## src/rtl/act_pool_unit.sv

```systemverilog
// act_pool_unit: LeakyReLU activation followed by optional 2:1 max-pool along position,
// with valid/ready handshakes on both ports and an IDLE/RUN/DONE frame controller.
module act_pool_unit #(
  parameter int DATA_WIDTH  = 16,
  parameter int FRAME_LEN   = 16,
  parameter int NUM_CH      = 4,
  parameter int POOL        = 2,
  parameter int LEAKY_SHIFT = 2,
  parameter int ACT_EN      = 1
) (
  input  logic                  clk,
  input  logic                  rst_n,
  input  logic                  start,
  input  logic [DATA_WIDTH-1:0] data_in,
  input  logic                  data_valid,
  output logic                  data_ready,
  output logic [DATA_WIDTH-1:0] data_out,
  output logic                  data_out_valid,
  input  logic                  data_out_ready,
  output logic                  busy,
  output logic                  done
);
  localparam int NOUT = NUM_CH * FRAME_LEN / POOL;
  localparam int PW   = FRAME_LEN > 1 ? $clog2(FRAME_LEN) : 1;
  localparam int CHW  = $clog2(NUM_CH + 1);
  localparam int OW   = $clog2(NOUT + 1);
  localparam logic [PW-1:0]  PLAST = PW'(FRAME_LEN - 1);
  localparam logic [CHW-1:0] CHEND = CHW'(NUM_CH);
  localparam logic [OW-1:0]  OLAST = OW'(NOUT - 1);
  typedef enum logic [1:0] {IDLE, RUN, DONE} state_t;
  state_t state, state_nx;
  logic [PW-1:0] pos;
  logic [CHW-1:0] ch;
  logic [OW-1:0] out_cnt;
  logic signed [DATA_WIDTH-1:0] held, act, pooled;
  logic accept, win_done, emit, out_xfer, last_out;
  assign act      = (ACT_EN != 0 && data_in[DATA_WIDTH-1]) ? $signed(data_in) >>> LEAKY_SHIFT : $signed(data_in);
  assign win_done = POOL == 1 || pos[0];
  assign pooled   = POOL == 1 ? act : (act > held ? act : held);
  assign accept   = data_ready && data_valid;
  assign emit     = accept && win_done;
  assign out_xfer = data_out_valid && data_out_ready;
  assign last_out = out_xfer && out_cnt == OLAST;
  always_ff @(posedge clk or negedge rst_n)
    if (!rst_n) state <= IDLE;
    else state <= state_nx;
  always_comb begin
    state_nx   = state == IDLE ? (start ? RUN : IDLE) : state == RUN ? (last_out ? DONE : RUN) : IDLE;
    busy       = state == RUN;
    done       = state == DONE;
    data_ready = state == RUN && ch != CHEND && (!data_out_valid || data_out_ready);
  end
  // ch reaches NUM_CH exactly when the last input of the frame has been accepted
  always_ff @(posedge clk or negedge rst_n)
    if (!rst_n) begin
      pos            <= '0;
      ch             <= '0;
      out_cnt        <= '0;
      held           <= '0;
      data_out       <= '0;
      data_out_valid <= 1'b0;
    end else if (state == IDLE && start) begin
      pos     <= '0;
      ch      <= '0;
      out_cnt <= '0;
      held    <= '0;
    end else begin
      if (accept) begin
        pos <= pos == PLAST ? '0 : pos + 1'b1;
        ch  <= pos == PLAST ? ch + 1'b1 : ch;
        if (!win_done) held <= act;
      end
      if (out_xfer) out_cnt <= out_cnt + 1'b1;
      if (emit) begin
        data_out       <= pooled;
        data_out_valid <= 1'b1;
      end else if (out_xfer) data_out_valid <= 1'b0;
    end
endmodule

```

## config.mk

```make
export PLATFORM = sky130hd
export DESIGN_NAME = act_pool_unit
export DESIGN_NICKNAME = d
export VERILOG_FILES = /design/src/rtl/act_pool_unit.sv
export SDC_FILE = /design/constraint.sdc
export NUM_CORES = 1
export LEC_CHECK = 0
export ABC_AREA = 1
export CORE_MARGIN = 2
export CORE_UTILIZATION = 35
export DETAILED_ROUTE_END_ITERATION = 6
export GPL_TIMING_DRIVEN = 0
export PLACE_DENSITY = 0.55
export REMOVE_ABC_BUFFERS = 1
export SYNTH_ARGS = -nofsm -noshare
export SYNTH_HDL_FRONTEND = slang
export SYNTH_SLANG_ARGS = --single-unit
```

## constraint.sdc

```tcl
create_clock -name clk -period 5 [get_ports clk]
set_input_delay 0.5 -clock clk [delete_from_list [all_inputs] [get_ports clk]]
set_output_delay 0.5 -clock clk [all_outputs]
set_load 0.01 [all_outputs]
```

==> results.sh <==
export IMPL_cpPeakStageDelay_ns=0.92
export IMPL_diodes=0
export IMPL_avgRoutedWirePerCell_um=13.7
export IMPL_nNetsFinal=450
export IMPL_synthCells=376
export IMPL_leakagePower_nw=1.74
export IMPL_clk_path_buf_depth=2
export IMPL_critPathKind="input port to flop"
export IMPL_grt_first_pass_wirelength_um=12000
export IMPL_end_kind="flop"
export IMPL_drv_slew=0
export IMPL_drive_above_1_share=0.132
export IMPL_core_area_um2=8260
export IMPL_start_kind="input port"
export IMPL_status="complete, no violations"
export IMPL_p_total_mw=1.88
export IMPL_die_height_um=96.6
export IMPL_worstPathArrival_ns=4.23
export IMPL_fin_crit_ns=4.04
export IMPL_area_delta_synth_final_pct=17.9
export IMPL_dr_pass1_iters=7
export IMPL_cp_required_ns=5.19
export IMPL_via_per_inst=4.90
export IMPL_reg2reg_slack_ns=2.57
export IMPL_std_cell_rows=33
export IMPL_path_cells="clkdlybuf4s50_1, inv_1, or2_2, o21ai_0, inv_1, ha_1, a21oi_1, nor2_1, nor2_1, nand2_1, nand2_2, nand3_2, nand3_4, nand2_1, nand3_1, nand2_1"
export IMPL_synth_avg_cell_area_um2=7.99
export IMPL_multi_input_area_um2=1500
export IMPL_p_per_area_nw_per_um2=531
export IMPL_cts_setup_buffers=0
export IMPL_rsz0062_at_grt="no"
export IMPL_cp_top_family="simple AND/OR/NAND/NOR gates"
export IMPL_fillers=856
export IMPL_vias=2520
export IMPL_ant_nets=0
export IMPL_numCtsBuffers=5
export IMPL_hold_buffers=0
export IMPL_ys_seq_area_frac=0.400
export IMPL_cts_resized_gates=0
export IMPL_setup_viol=0
export IMPL_hp_class="input port to asynchronous set/reset pin"
export IMPL_seqCellArea_um2=1200
export IMPL_dp_final_hpwl_um=4730
export IMPL_drt_wl_total_um=7030
export IMPL_start_util=0.364
export IMPL_ir_drop_v=0.000204
export IMPL_cts_tree="done"
export IMPL_place_congestion=0.845
export IMPL_io_buffer_count=40
export IMPL_dieArea_um2=9340
export IMPL_setup_tns_final_ns=0
export IMPL_final_common_cell="nand2_1"
export IMPL_overflow=0
export IMPL_layout_common_cells="nand2_1, inv_1, dfrtp_1"
export IMPL_fin_crit_sh=0.808
export IMPL_antenna_found_initial=0
export IMPL_grt_max_degree=33
export IMPL_drtIter0Drc=97
export IMPL_yosysUniqueCellTypes=33
export IMPL_clk_latency_ns=0.30
export IMPL_synthesis_area_um2=3000
export IMPL_skew_ns=0.00683
export IMPL_drc=0
export IMPL_root_buffer="clkbuf_8"
export IMPL_die_x_um=96.6
export IMPL_drv_cap=0
export IMPL_slew_headroom=0.289
export IMPL_r2r_end="data_out[15]"
export IMPL_crit_fanout=18
export IMPL_hold_viol_final=0
export IMPL_cp_num_buf_inv=3
export IMPL_grt_pass1_vias=2522
export IMPL_synth_seq_cells=48
export IMPL_fmax_ghz=0.247
export IMPL_path_clk_slew_ns=0.09
export IMPL_numClockSinks=48
export IMPL_ios=41
export IMPL_cp_slowest_cell="clkdlybuf4s50_1"
export IMPL_htreeDepth=2
export IMPL_crit_top_cell="nand2_1"
export IMPL_r2r_cells=10
export IMPL_r2r_start="held[15]"
export IMPL_tightest_slew_ns=1.06
export IMPL_ys_warn_count=0
export IMPL_grt_total_usage=0.155
## Yosys cell counts
| cell | number | area [um^2] |
|---|---|---|
| nor2_1 | 17 | 63.8 |
| nor3_4 | 1 | 16.3 |
| nand2_1 | 75 | 282 |
| inv_2 | 3 | 11.3 |
| nand2_2 | 13 | 81.3 |
| ha_1 | 20 | 250 |
| buf_4 | 4 | 30.0 |
| inv_1 | 54 | 203 |
| a31oi_1 | 1 | 6.26 |
| a22o_1 | 1 | 8.76 |
| clkbuf_1 | 6 | 22.5 |
| clkbuf_2 | 1 | 5.00 |
| nor2_4 | 1 | 11.3 |
| buf_8 | 1 | 15.0 |
| mux2i_1 | 1 | 10.0 |
| o21ai_1 | 10 | 50.1 |
| o21bai_1 | 1 | 7.51 |
| a21oi_2 | 2 | 17.5 |
| a21o_1 | 1 | 7.51 |
| or2_2 | 12 | 75.1 |
| dfrtp_1 | 48 | 1200 |
| nor3_1 | 2 | 10.0 |
| nand3_1 | 25 | 125 |
| nand2_4 | 1 | 11.3 |
| a211oi_1 | 1 | 7.51 |
| a21oi_1 | 9 | 45.0 |
| o21ai_0 | 28 | 140 |
| nand4_1 | 18 | 113 |
| o31ai_1 | 2 | 15.0 |
| nand3_4 | 1 | 17.5 |
| buf_2 | 3 | 15.0 |
| xor2_1 | 1 | 8.76 |
| nand3_2 | 12 | 120 |
## registers in the layout, indices dropped and copies added, names as in the netlist
| signal | cells |
|---|---|
| state | 2 |
| ch | 3 |
| data_out | 16 |
| data_out_valid | 1 |
| held | 16 |
| pos | 4 |
| out_cnt | 6 |
## worst reg2reg max path, cell delays in order, from the launching register on
cell and delay [ns]:
dfrtp_1 0.38, inv_1 0.10, ha_1 0.28, nand2_1 0.17, nor2_1 0.08, a21oi_2 0.17, nand3_2 0.41, nand3_4 0.45
nand2_1 0.09, nand3_1 0.11, nand2_1 0.07
## metrics by stage
| stage | cell area, um^2 | cells | hold slack [ns] | setup slack, ns | utilization |
|---|---|---|---|---|---|
| after global placement | 3450 | 506 | 0.449 | 0.684 | 0.417 |
| after CTS | 3540 | 514 | 0.138 | 1.00 | 0.429 |
| after floorplan | 2920 | 361 | 0.204 | 2.51 | - |
| after global routing | 3540 | 514 | 0.157 | 0.710 | 0.429 |
| final | 3540 | 514 | 0.135 | 0.959 | 0.429 |
| after detailed placement | 3460 | 507 | 0.460 | 0.678 | 0.419 |
## layer usage
layer	vias to the layer above	global-route usage	part of all wire
met2	67	0.253	0.45
met4	0	0.0303	0.0080
li1	1288	-	-
met1	1158	0.216	0.49
met5	-	0	0
met3	7	0.0296	0.043
## power breakdown
group / leakage, nW / internal (mW) / total (mW) / switching [mW]
registers: 0.595 / 0.559 / 0.643 / 0.0842
clock network: 0.0410 / 0.0956 / 0.228 / 0.132
logic: 1.10 / 0.401 / 1.01 / 0.608
total: 1.74 / 1.06 / 1.88 / 0.824
## cell type report
class                   count  area share
multi-input cells         256       0.424
clock inverters             1     0.00141
clock buffers               6      0.0205
flip-flops and latches     48       0.339
repair buffers             41       0.117
well taps                 105      0.0371
inverters                  57      0.0604
## cells by family after synthesis
group	synth area share
compound gates	0.102
simple gates	0.308
flops	0.400
fa+ha+maj	0.0833
mux	0.00333
xor+xnor	0.00292
buf+inv	0.100
## worst max-delay path by stage
stage,start,to,slack [ns],cells past startpoint
after floorplan,data_in[15],data_out[0],2.51,14
after global placement,data_in[15],data_out[15],0.68,16
after detailed placement,data_in[15],data_out[15],0.68,16
after CTS,data_in[15],data_out[15],1.0,16
after global routing,data_in[15],data_out[15],0.71,18
final,data_in[15],data_out[15],0.96,16
Note: power is estimated with default switching activity, not from simulation.
